$ cat config.mk
export PLATFORM = sky130hd
export DESIGN_NAME = led_bank_ctrl
export DESIGN_NICKNAME = d
export VERILOG_FILES = /design/src/rtl/led_bank_pkg.sv /design/src/rtl/led_tick_gen.sv /design/src/rtl/led_bank_ctrl.sv
export SDC_FILE = /design/constraint.sdc
export NUM_CORES = 1
export LEC_CHECK = 0
export ABC_CLOCK_PERIOD_IN_PS = 18400
export CAP_MARGIN = 20
export CORE_MARGIN = 2
export CORE_UTILIZATION = 49
export DETAILED_ROUTE_END_ITERATION = 10
export PLACE_DENSITY = 0.65
export SYNTH_ARGS = -nofsm -noshare
export SYNTH_HDL_FRONTEND = slang
export SYNTH_SLANG_ARGS = --single-unit
$ cat constraint.sdc
create_clock -name clkusr_100m -period 18.4 [get_ports clkusr_100m]
set_input_delay 5.52 -clock clkusr_100m [delete_from_list [all_inputs] [get_ports clkusr_100m]]
set_output_delay 5.52 -clock clkusr_100m [all_outputs]
set_load 0.05 [all_outputs]
$ cat src/rtl/led_bank_pkg.sv
// Shared mode/config types and small helpers for the LED bank controller.
package led_bank_pkg;

    typedef enum logic [2:0] {
        MODE_OFF     = 3'd0,
        MODE_ON      = 3'd1,
        MODE_BLINK   = 3'd2,
        MODE_PWM     = 3'd3,
        MODE_BREATHE = 3'd4
    } led_mode_e;

    typedef struct packed {
        led_mode_e   mode;
        logic [15:0] period;
    } led_cfg_t;

    localparam logic [15:0] PERIOD_MIN = 16'd1;

    // Unassigned encodings 5-7 collapse to OFF so they can never light a channel.
    function automatic led_mode_e decode_mode(input logic [2:0] raw);
        led_mode_e m;
        case (raw)
            3'd1:    m = MODE_ON;
            3'd2:    m = MODE_BLINK;
            3'd3:    m = MODE_PWM;
            3'd4:    m = MODE_BREATHE;
            default: m = MODE_OFF;
        endcase
        return m;
    endfunction

    function automatic logic [15:0] eff_period(input logic [15:0] period);
        return (period == 16'd0) ? PERIOD_MIN : period;
    endfunction

endpackage

$ cat src/rtl/led_tick_gen.sv
// Time-base prescaler: one-cycle tick once every CLK_HZ/TICK_HZ clocks.
module led_tick_gen #(
    parameter int CLK_HZ  = 100_000_000,
    parameter int TICK_HZ = 1000
) (
    input  logic clk,
    input  logic rst,
    output logic tick
);
    localparam int DIV   = CLK_HZ / TICK_HZ;
    localparam int CNT_W = $clog2(DIV);
    localparam logic [CNT_W-1:0] LAST = CNT_W'(DIV - 1);

    logic [CNT_W-1:0] cnt_q, cnt_d;
    logic             tick_q, tick_d;

    // tick_q is high exactly while cnt_q holds the wrap value
    always_comb begin
        if (cnt_q == LAST) begin
            cnt_d = {CNT_W{1'b0}};
        end else begin
            cnt_d = cnt_q + 1'b1;
        end
        tick_d = (cnt_d == LAST);
    end

    // prescaler state register
    always_ff @(posedge clk or posedge rst) begin
        if (rst) begin
            cnt_q  <= {CNT_W{1'b0}};
            tick_q <= 1'b0;
        end else begin
            cnt_q  <= cnt_d;
            tick_q <= tick_d;
        end
    end

    assign tick = tick_q;

endmodule

$ cat src/rtl/led_bank_ctrl.sv
// Multi-channel LED controller: OFF/ON/BLINK/PWM/BREATHE per channel,
// configured through a valid/ready write port that accepts at most every other cycle.
module led_bank_ctrl
    import led_bank_pkg::*;
#(
    parameter int  N_LEDS     = 6,
    parameter int  CLK_HZ     = 100_000_000,
    parameter int  TICK_HZ    = 1000,
    parameter int  PWM_BITS   = 8,
    parameter int  ACTIVE_LOW = 0,
    localparam int CH_W       = (N_LEDS > 1) ? $clog2(N_LEDS) : 1
) (
    input  logic                clkusr_100m,
    input  logic                rst,
    input  logic                cfg_valid,
    output logic                cfg_ready,
    input  logic [CH_W-1:0]     cfg_ch,
    input  logic [2:0]          cfg_mode,
    input  logic [15:0]         cfg_period,
    input  logic [PWM_BITS-1:0] cfg_duty,
    output logic                cfg_err,
    output logic [N_LEDS-1:0]   led
);
    localparam logic [N_LEDS-1:0]   LED_IDLE  = (ACTIVE_LOW != 0) ? {N_LEDS{1'b1}} : {N_LEDS{1'b0}};
    localparam logic [PWM_BITS-1:0] LEVEL_MAX = {PWM_BITS{1'b1}};
    localparam logic [PWM_BITS-1:0] LEVEL_MIN = {PWM_BITS{1'b0}};

    logic                tick_s;
    logic                accept_s;
    logic                cfg_ready_q, cfg_ready_d;
    logic                cfg_err_q, cfg_err_d;
    logic [PWM_BITS-1:0] pwm_cnt_q, pwm_cnt_d;
    logic [N_LEDS-1:0]   on_s;
    logic [N_LEDS-1:0]   led_q, led_d;

    led_tick_gen #(
        .CLK_HZ (CLK_HZ),
        .TICK_HZ(TICK_HZ)
    ) u_tick_gen (
        .clk (clkusr_100m),
        .rst (rst),
        .tick(tick_s)
    );

    // handshake, shared PWM counter and output polarity
    always_comb begin
        accept_s    = cfg_valid && cfg_ready_q;
        cfg_ready_d = !accept_s;
        cfg_err_d   = accept_s && (32'(cfg_ch) >= 32'(N_LEDS));
        pwm_cnt_d   = pwm_cnt_q + 1'b1;
        led_d       = on_s ^ LED_IDLE;
    end

    // shared registers; ready stays low through reset and rises on the first edge after it
    always_ff @(posedge clkusr_100m or posedge rst) begin
        if (rst) begin
            cfg_ready_q <= 1'b0;
            cfg_err_q   <= 1'b0;
            pwm_cnt_q   <= {PWM_BITS{1'b0}};
            led_q       <= LED_IDLE;
        end else begin
            cfg_ready_q <= cfg_ready_d;
            cfg_err_q   <= cfg_err_d;
            pwm_cnt_q   <= pwm_cnt_d;
            led_q       <= led_d;
        end
    end

    for (genvar gi = 0; gi < N_LEDS; gi++) begin : g_ch
        led_cfg_t            cfg_q, cfg_d;
        logic [PWM_BITS-1:0] duty_q, duty_d;
        logic [PWM_BITS-1:0] level_q, level_d;
        logic [15:0]         tcnt_q, tcnt_d;
        logic                phase_q, phase_d;
        logic                dir_up_q, dir_up_d;
        logic                wr_s, wrap_s, on_b;

        // channel next state; a write beats a coincident tick
        always_comb begin
            cfg_d    = cfg_q;
            duty_d   = duty_q;
            level_d  = level_q;
            tcnt_d   = tcnt_q;
            phase_d  = phase_q;
            dir_up_d = dir_up_q;
            wr_s     = accept_s && (32'(cfg_ch) == 32'(gi));
            wrap_s   = (tcnt_q >= eff_period(cfg_q.period) - 16'd1);
            if (wr_s) begin
                cfg_d.mode   = decode_mode(cfg_mode);
                cfg_d.period = cfg_period;
                duty_d       = cfg_duty;
                level_d      = LEVEL_MIN;
                tcnt_d       = 16'd0;
                phase_d      = 1'b1;
                dir_up_d     = 1'b1;
            end else if (tick_s && (cfg_q.mode == MODE_BLINK || cfg_q.mode == MODE_BREATHE)) begin
                if (wrap_s) begin
                    tcnt_d  = 16'd0;
                    phase_d = !phase_q;
                    if (cfg_q.mode != MODE_BREATHE) begin
                        level_d = level_q;
                    end else if (dir_up_q) begin
                        level_d  = level_q + 1'b1;
                        dir_up_d = (level_d != LEVEL_MAX);
                    end else begin
                        level_d  = level_q - 1'b1;
                        dir_up_d = (level_d == LEVEL_MIN);
                    end
                end else begin
                    tcnt_d = tcnt_q + 16'd1;
                end
            end else begin
                tcnt_d = tcnt_q;
            end

            case (cfg_q.mode)
                MODE_ON:      on_b = 1'b1;
                MODE_BLINK:   on_b = phase_q;
                MODE_PWM:     on_b = (pwm_cnt_q < duty_q);
                MODE_BREATHE: on_b = (pwm_cnt_q < level_q);
                default:      on_b = 1'b0;
            endcase
        end

        // channel state register
        always_ff @(posedge clkusr_100m or posedge rst) begin
            if (rst) begin
                cfg_q    <= '{mode: MODE_OFF, period: 16'd0};
                duty_q   <= {PWM_BITS{1'b0}};
                level_q  <= {PWM_BITS{1'b0}};
                tcnt_q   <= 16'd0;
                phase_q  <= 1'b0;
                dir_up_q <= 1'b0;
            end else begin
                cfg_q    <= cfg_d;
                duty_q   <= duty_d;
                level_q  <= level_d;
                tcnt_q   <= tcnt_d;
                phase_q  <= phase_d;
                dir_up_q <= dir_up_d;
            end
        end

        assign on_s[gi] = on_b;
    end

    assign cfg_ready = cfg_ready_q;
    assign cfg_err   = cfg_err_q;
    assign led       = led_q;

endmodule

==> results.rst, run 1 <==
.. list-table::
   :header-rows: 1

   * - Metric
     - Value
   * - Outcome
     - complete, no violations
   * - DIE WIDTH
     - 219 um
   * - Final global-route overflow total
     - 0
   * - Yosys top cell by area
     - sky130_fd_sc_hd__dfrtp_1
   * - Internal reg-to-reg setup slack
     - 12.93 ns
   * - Number of hold violations in the final report
     - 0
   * - Clock root cell
     - sky130_fd_sc_hd__clkbuf_16
   * - Row cnt
     - 78
   * - Number of post-CTS setup repair buffers
     - 0
   * - Die area
     - 47900 sq um
   * - Dominant cell by count in the synthesized netlist
     - sky130_fd_sc_hd__nand2_1
   * - Total number of yosys warnings
     - 0
   * - Number of different library cells in the post-synthesis netlist
     - 86
   * - Maximum fanout encountered on the critical timing path
     - 40
   * - Vias in the first global route
     - 17900
   * - R2R cell count
     - 16
   * - Total power density per cell area
     - 96.7 nW/um^2
   * - Total track usage
     - 25.3%
   * - RSZ-0062 raised after global routing
     - false
   * - Comb power frac
     - 23.2%
   * - Worst vdd ir
     - 0.0000843 V
   * - Global-route wire length before repair
     - 95.9 mm
   * - Nets in the synthesized netlist
     - 2875
   * - Nature of the critical path startpoint
     - primary input
   * - Final setup skew
     - 0.0203 ns
   * - Initial standard-cell utilization of the core
     - 49.7%
   * - Portion of the clock cycle consumed by the worst path in the final layout
     - 44.5%
   * - Final critical-path setup slack
     - 10.21 ns
   * - Total inserted antenna cells
     - 0
   * - Relative slew margins
     - 24.6%
   * - RR Endpoint
     - g_ch[4].level_q[6]
   * - P&R area growth vs syn
     - 10.6%
   * - Flip-flop and latch count after synthesis
     - 352
   * - Switch share
     - 32.1%
   * - Clk network pwr share
     - 35.6%
   * - Post-Synthesis Mean Instance Area
     - 8.61 sq um
   * - Fmax achieved
     - 122 MHz
   * - Number of max-cap violations
     - 0
   * - Post-Syn Area
     - 22600 sq um
   * - Power spent charging and discharging nets
     - 0.000777 W
   * - Via count of the routed design
     - 18800
   * - Sequential cell fraction of total power
     - 41.2%
   * - Final sum of negative setup slack
     - 0 ns
   * - Clock buffers created by TritonCTS
     - 41
   * - Sink Count
     - 352
   * - Worst min path class
     - flip-flop to flip-flop
   * - Final core utilization
     - 54.9%
   * - Maximum clock insertion buffer count
     - 3
   * - Global placement routability congestion
     - 0.862
   * - Latest clock arrival within the worst-skew pair
     - 0.56 ns
   * - Die boundary height
     - 219 um
   * - Pin slew with the least headroom to its limit
     - 1.13 ns
   * - Leakage
     - 11.6 nW
   * - H-tree depth
     - 2
   * - Cells taking the most area after synthesis
     - sky130_fd_sc_hd__dfrtp_1, sky130_fd_sc_hd__ha_1, sky130_fd_sc_hd__nand2_1, sky130_fd_sc_hd__xnor2_1, sky130_fd_sc_hd__o21ai_0
   * - Routed Wire Length
     - 59.4 mm
   * - IO buf count
     - 40
   * - Post-DR wirelength/cell
     - 18.2 um
   * - Post-CTS clock slew at the launch and capture registers of the worst setup and hold paths
     - 0.06 ns
   * - Largest net degree at the start of global routing
     - 133
   * - Async set-or-reset flop fraction in the synthesized netlist
     - 100%
   * - Area share of the largest cell type after synthesis
     - 39.0%
   * - Area of the placeable core
     - 45500 sq um
   * - Final setup violation count
     - 0
   * - Commonest cells in the netlist
     - sky130_fd_sc_hd__nand2_1, sky130_fd_sc_hd__dfrtp_1, sky130_fd_sc_hd__ha_1
   * - Number of filler cells placed in the layout
     - 4170
   * - Ratio of routed vias to standard cells
     - 5.77
   * - Main synth FF type
     - sky130_fd_sc_hd__dfrtp_1
   * - Number of synthesized flops with an enable pin
     - 0
   * - Type of the worst setup path
     - primary input to flip-flop
   * - Share of the yosys chip area belonging to registers
     - 39.0%
   * - Data required, critical path
     - 18.85 ns
   * - Post-place setup slack
     - 9.60 ns
   * - Nature of the critical path endpoint
     - flip-flop
   * - Clock tree from TritonCTS
     - yes
   * - P_int
     - 0.00164 W
   * - Cts hold-fix bufs
     - 0
   * - Final Max Slew Viols
     - 0
   * - Gate Count Post-Synth
     - 2624
   * - Drt initial violations
     - 1439
   * - Antenna violations before repair
     - 1
   * - Launch instance of the worst register-to-register path
     - g_ch[4].cfg_q[9]
   * - Critical Path AT
     - 8.63 ns
   * - NumNets Final
     - 2888
   * - Hold_sp
     - g_ch[5].duty_q[0]
   * - Share of cells above drive strength 1
     - 4.92%
   * - Post-route DRC
     - 0
   * - Hold EP
     - g_ch[5].duty_q[0]
   * - Worst hold path depth
     - 2
   * - Io pins
     - 41
   * - Length of the first detailed-routing pass in iterations
     - 5
   * - Total half-perimeter wirelength after legalization and detailed placement
     - 41.5 mm
   * - Min Tclk post-route
     - 8.19 ns
   * - Gates resized, CTS repair
     - 0
   * - Post-DRT Antenna Nets
     - 0
-- layout make-up --
class	instances	area, sq um	area share, %
Clock inverter	17	249	0.996
Sequential cell	352	8810	35.2
Multi-Input combinational cell	2055	13000	51.9
Clock buffer	54	1150	4.62
Tap cell	600	751	3.00
Inverter	128	488	1.95
Timing Repair Buffer	59	561	2.24
-- cells by family (layout without fill, tap and decap cells) --
logic type	after synthesis	count (layout)	synth area share, %
muxes	14	14	0.653
adders and majority gates	218	218	12.1
xor gates and xnor gates	192	192	7.44
DFF	352	352	39.0
AOI/OAI and AO/OA	485	485	13.4
and+or+nand+nor	1146	1146	23.7
buffers and inverters	217	258	3.69
-- metrics by stage --
step	cell area (sq um)	std cells	total power (W)	hold slack, ns
floorplan	22600	2624	0.00140	0.440
global placement	23600	3192	0.00154	0.454
detailed placement	23600	3192	0.00156	0.460
CTS	25000	3263	0.00244	0.474
global route	25000	3265	0.00256	0.495
finish	25000	3265	0.00242	0.474
-- sequential cells by signal (all words and copies together) (netlist names) --
name              flops
g_ch.duty_q          48
led                   6
pwm_cnt_q             8
cfg_ready             1
g_ch.level_q         48
u_tick_gen.cnt_q     17
cfg_err               1
g_ch.tcnt_q          96
g_ch.phase_q          6
g_ch.dir_up_q         6
u_tick_gen.tick       1
g_ch.cfg_q          114
-- power groups by stage --
| stage | Clock (W) | Combinational [W] | Sequential (W) |
|---|---|---|---|
| after floorplan | 0 | 0.000413 | 0.000986 |
| after global placement | 0 | 0.000535 | 0.00100 |
| after detailed placement | 0 | 0.000560 | 0.00101 |
| after CTS | 0.000879 | 0.000563 | 0.000993 |
| after global routing | 0.000908 | 0.000644 | 0.00101 |
| final | 0.000859 | 0.000561 | 0.000996 |
-- how the worst max path moves through the flow --
stage / startpoint / endpoint / slack, ns / cells past startpoint
after floorplan: rst / cfg_err / 3.12 / 1
final: cfg_ch[0] / g_ch[3].phase_q / 10.21 / 9
after global placement: rst / g_ch[4].cfg_q[5] / 9.61 / 4
after global routing: cfg_ch[0] / g_ch[3].phase_q / 9.96 / 9
after detailed placement: rst / g_ch[3].tcnt_q[11] / 9.60 / 4
after CTS: rst / g_ch[2].cfg_q[15] / 10.19 / 4
-- worst max-delay path: stages --
cell and delay (ns):
sky130_fd_sc_hd__clkdlybuf4s50_1 0.78, sky130_fd_sc_hd__nand2b_1 0.22, sky130_fd_sc_hd__nor2_2 0.13, sky130_fd_sc_hd__buf_4 0.40
sky130_fd_sc_hd__a211oi_1 0.16, sky130_fd_sc_hd__nand4_1 0.20, sky130_fd_sc_hd__nand2_1 0.16, sky130_fd_sc_hd__nor2_1 0.62
sky130_fd_sc_hd__mux2_2 0.41
-- layout by cell type, fill, tap and decap left out, types with 50 or more instances in the layout --
master and count:
sky130_fd_sc_hd__nand4_1 50, sky130_fd_sc_hd__nand3_1 86, sky130_fd_sc_hd__xnor2_1 110, sky130_fd_sc_hd__nor3_1 60, sky130_fd_sc_hd__xor2_1 82, sky130_fd_sc_hd__dfrtp_1 352
sky130_fd_sc_hd__nor2_1 188, sky130_fd_sc_hd__inv_1 126, sky130_fd_sc_hd__ha_1 218, sky130_fd_sc_hd__a21oi_1 93, sky130_fd_sc_hd__o21ai_0 192, sky130_fd_sc_hd__nand2_1 535
-- per-layer routing --
layer	track usage [%]	vias to the layer above	wire length, um
met4	8.60	0	2010
met2	40.0	388	26800
met3	3.94	111	2850
li1	-	9169	-
met5	0	-	0
met1	35.3	9157	27700
(Power assumes the default switching activity.)
==> run 2: changes to the inputs <==
--- a/config.mk
+++ b/config.mk
@@ -5,12 +5,12 @@
 export SDC_FILE = /design/constraint.sdc
 export NUM_CORES = 1
 export LEC_CHECK = 0
-export ABC_CLOCK_PERIOD_IN_PS = 18400
+export ABC_CLOCK_PERIOD_IN_PS = 6750
 export CAP_MARGIN = 20
 export CORE_MARGIN = 2
 export CORE_UTILIZATION = 49
 export DETAILED_ROUTE_END_ITERATION = 10
-export PLACE_DENSITY = 0.65
+export PLACE_DENSITY = 0.68
 export SYNTH_ARGS = -nofsm -noshare
 export SYNTH_HDL_FRONTEND = slang
 export SYNTH_SLANG_ARGS = --single-unit
==> constraint.sdc (replaced) <==
create_clock -name clkusr_100m -period 6.75 [get_ports clkusr_100m]
set_input_delay 2.025 -clock clkusr_100m [delete_from_list [all_inputs] [get_ports clkusr_100m]]
set_output_delay 2.025 -clock clkusr_100m [all_outputs]
set_load 0.05 [all_outputs]
==> results.rst, run 2 (synthesized netlist as in run 1, its figures left out) <==
.. list-table::
   :header-rows: 1

   * - Metric
     - Value
   * - Outcome
     - complete, no violations
   * - Ratio of routed vias to standard cells
     - 5.82
   * - Global placement routability congestion
     - 0.899
   * - Latest clock arrival within the worst-skew pair
     - 0.58 ns
   * - Launch instance of the worst register-to-register path
     - g_ch[4].cfg_q[9]
   * - Row cnt
     - 78
   * - Largest net degree at the start of global routing
     - 154
   * - RSZ-0062 raised after global routing
     - false
   * - Type of the worst setup path
     - flip-flop to flip-flop
   * - Data required, critical path
     - 7.21 ns
   * - Total track usage
     - 26.2%
   * - Worst path depth
     - 16
   * - Maximum clock insertion buffer count
     - 3
   * - Top Registers
     - g_ch.cfg_q x114, g_ch.tcnt_q x96
   * - P_int
     - 0.00439 W
   * - Comb power frac
     - 23.6%
   * - CP startpoint
     - g_ch[4].cfg_q[9]
   * - Buffers and inverters on the worst path
     - 0
   * - Sequential cell fraction of total power
     - 41.5%
   * - Switch share
     - 32.9%
   * - Final setup violation count
     - 0
   * - Portion of the clock cycle consumed by the worst path in the final layout
     - 76.9%
   * - Routed Wire Length
     - 61.2 mm
   * - Final sum of negative setup slack
     - 0 ns
   * - Gates resized, CTS repair
     - 0
   * - Total inserted antenna cells
     - 0
   * - Post-DR wirelength/cell
     - 18.7 um
   * - Maximum fanout encountered on the critical timing path
     - 24
   * - Cell class contributing the biggest share of worst-path delay
     - simple AND/OR/NAND/NOR gates
   * - Pin slew with the least headroom to its limit
     - 1.04 ns
   * - Most frequent standard cell in the layout excluding fill and tap cells
     - sky130_fd_sc_hd__nand2_1
   * - Post-DRT Antenna Nets
     - 0
   * - Clock root cell
     - sky130_fd_sc_hd__clkbuf_16
   * - Relative slew margins
     - 30.5%
   * - CP max stage cell
     - sky130_fd_sc_hd__and2_1
   * - Clock tree from TritonCTS
     - yes
   * - Total power density per cell area
     - 262 nW/um^2
   * - Post-CTS clock slew at the launch and capture registers of the worst setup and hold paths
     - 0.06 ns
   * - Nature of the critical path startpoint
     - flip-flop
   * - Clk network pwr share
     - 34.9%
   * - Via count of the routed design
     - 19000
   * - Worst min path class
     - flip-flop to flip-flop
   * - Initial standard-cell utilization of the core
     - 49.7%
   * - Number of flip-flops in the largest register
     - 114
   * - R2R cell count
     - 16
   * - Cts hold-fix bufs
     - 0
   * - Vias in the first global route
     - 18500
   * - Share of cells above drive strength 1
     - 5.02%
   * - Fmax achieved
     - 193 MHz
   * - Clock buffers created by TritonCTS
     - 42
   * - Cell Count, Final, Fillers Out
     - 3270
   * - Total half-perimeter wirelength after legalization and detailed placement
     - 42.5 mm
   * - Length of the first detailed-routing pass in iterations
     - 6
   * - Area of the placeable core
     - 45500 sq um
   * - Final global-route overflow total
     - 0
   * - Antenna violations before repair
     - 0
   * - Io pins
     - 41
   * - Worst stage delay on the critical path
     - 0.76 ns
   * - Crit path cell chain
     - or4_1 -> nor4_1 -> a21oi_1 -> ha_1 -> nor3b_1 -> nand2_1 -> or3_1 -> nor3_1 -> xnor2_1 -> ha_1 -> nand4_1 -> or4_1 -> o211ai_2 -> and2_1 -> o21ai_0 -> a32o_1
   * - IO buf count
     - 40
   * - Cells after DPL
     - 3196
   * - Min Tclk post-route
     - 5.19 ns
   * - Destination of the critical timing path
     - g_ch[4].level_q[6]
   * - Commonest non-fill, non-tap cells in the layout
     - sky130_fd_sc_hd__nand2_1, sky130_fd_sc_hd__dfrtp_1, sky130_fd_sc_hd__ha_1
   * - Die area
     - 47900 sq um
   * - Die boundary height
     - 219 um
   * - Sink Count
     - 352
   * - H-tree depth
     - 2
   * - NumNets Final
     - 2891
   * - Fin Hold WS
     - 0.477 ns
   * - Drt initial violations
     - 1800
   * - Number of hold violations in the final report
     - 0
   * - Nature of the critical path endpoint
     - flip-flop
   * - Register with the highest flop count
     - g_ch.cfg_q
   * - P&R area growth vs syn
     - 10.5%
   * - Final setup skew
     - 0.0173 ns
   * - Power spent charging and discharging nets
     - 0.00216 W
   * - Internal reg-to-reg setup slack
     - 1.56 ns
   * - Number of max-cap violations
     - 0
   * - RR Endpoint
     - g_ch[4].level_q[6]
   * - Number of post-CTS setup repair buffers
     - 0
   * - Final Max Slew Viols
     - 0
   * - Global-route wire length before repair
     - 99.5 mm
   * - Number of filler cells placed in the layout
     - 4166
   * - DIE WIDTH
     - 219 um
   * - Post-route DRC
     - 0
   * - Leakage
     - 11.6 nW
   * - Critical Path AT
     - 5.65 ns
   * - Worst vdd ir
     - 0.000217 V
run 2: through the flow:
stage	setup slack [ns]	util (%)	total power, W	instance area (sq um)
detailed placement	1.59	51.9	0.00428	23600
CTS	1.56	54.9	0.00658	25000
global placement	1.75	51.9	0.00419	23600
global route	1.02	54.9	0.00695	25000
floorplan	0.0106	-	0.00381	22600
finish	1.56	54.9	0.00655	25000
run 2: how the worst min path moves through the flow:
| stage | cells past startpoint | slack, ns | to | from |
|---|---|---|---|---|
| floorplan | 1 | 0.44 | g_ch[4].phase_q | g_ch[4].phase_q |
| global placement | 2 | 0.45 | g_ch[3].duty_q[0] | g_ch[3].duty_q[0] |
| detailed placement | 2 | 0.47 | g_ch[0].duty_q[0] | g_ch[0].duty_q[0] |
| CTS | 2 | 0.48 | g_ch[0].duty_q[0] | g_ch[0].duty_q[0] |
| global route | 2 | 0.50 | g_ch[0].duty_q[0] | g_ch[0].duty_q[0] |
| finish | 2 | 0.48 | g_ch[0].duty_q[0] | g_ch[0].duty_q[0] |
run 2: routing by layer:
metal,vias to the layer above,share of wire (%),wire length (um),global-route usage [%]
li1,9163,-,-,-
met1,9212,46,27900,36.4
met2,517,45,27700,41.6
met3,126,5.3,3220,3.60
met4,0,3.9,2390,10.0
met5,-,0,0,0
run 2: worst reg2reg max path: cells and delay by family (launching register included):
family                     cells  cell delay [ns]
and+or+nand+nor                9             2.97
DFF                            1             0.44
xor gates and xnor gates       1             0.13
adders and majority gates      2             0.57
AOI/OAI and AO/OA              4             0.97
run 2: layout make-up:
type	instances	area [sq um]	share of cell area (%)
well taps	600	751	3.01
clock inverters	14	133	0.531
multi-input cells	2055	13000	52.0
repair buffers	61	568	2.28
flip-flops and latches	352	8810	35.3
inverters	128	484	1.94
clock buffers	60	1240	4.97
run 2: power by group through the flow:
stage / Clock, W / Sequential (W) / Combinational (W)
4_1_cts: 0.00232 / 0.00272 / 0.00155
3_5_place_dp: 0 / 0.00275 / 0.00153
6_report: 0.00228 / 0.00272 / 0.00155
5_1_grt: 0.00242 / 0.00277 / 0.00177
3_3_place_gp: 0 / 0.00274 / 0.00145
2_1_floorplan: 0 / 0.00269 / 0.00113
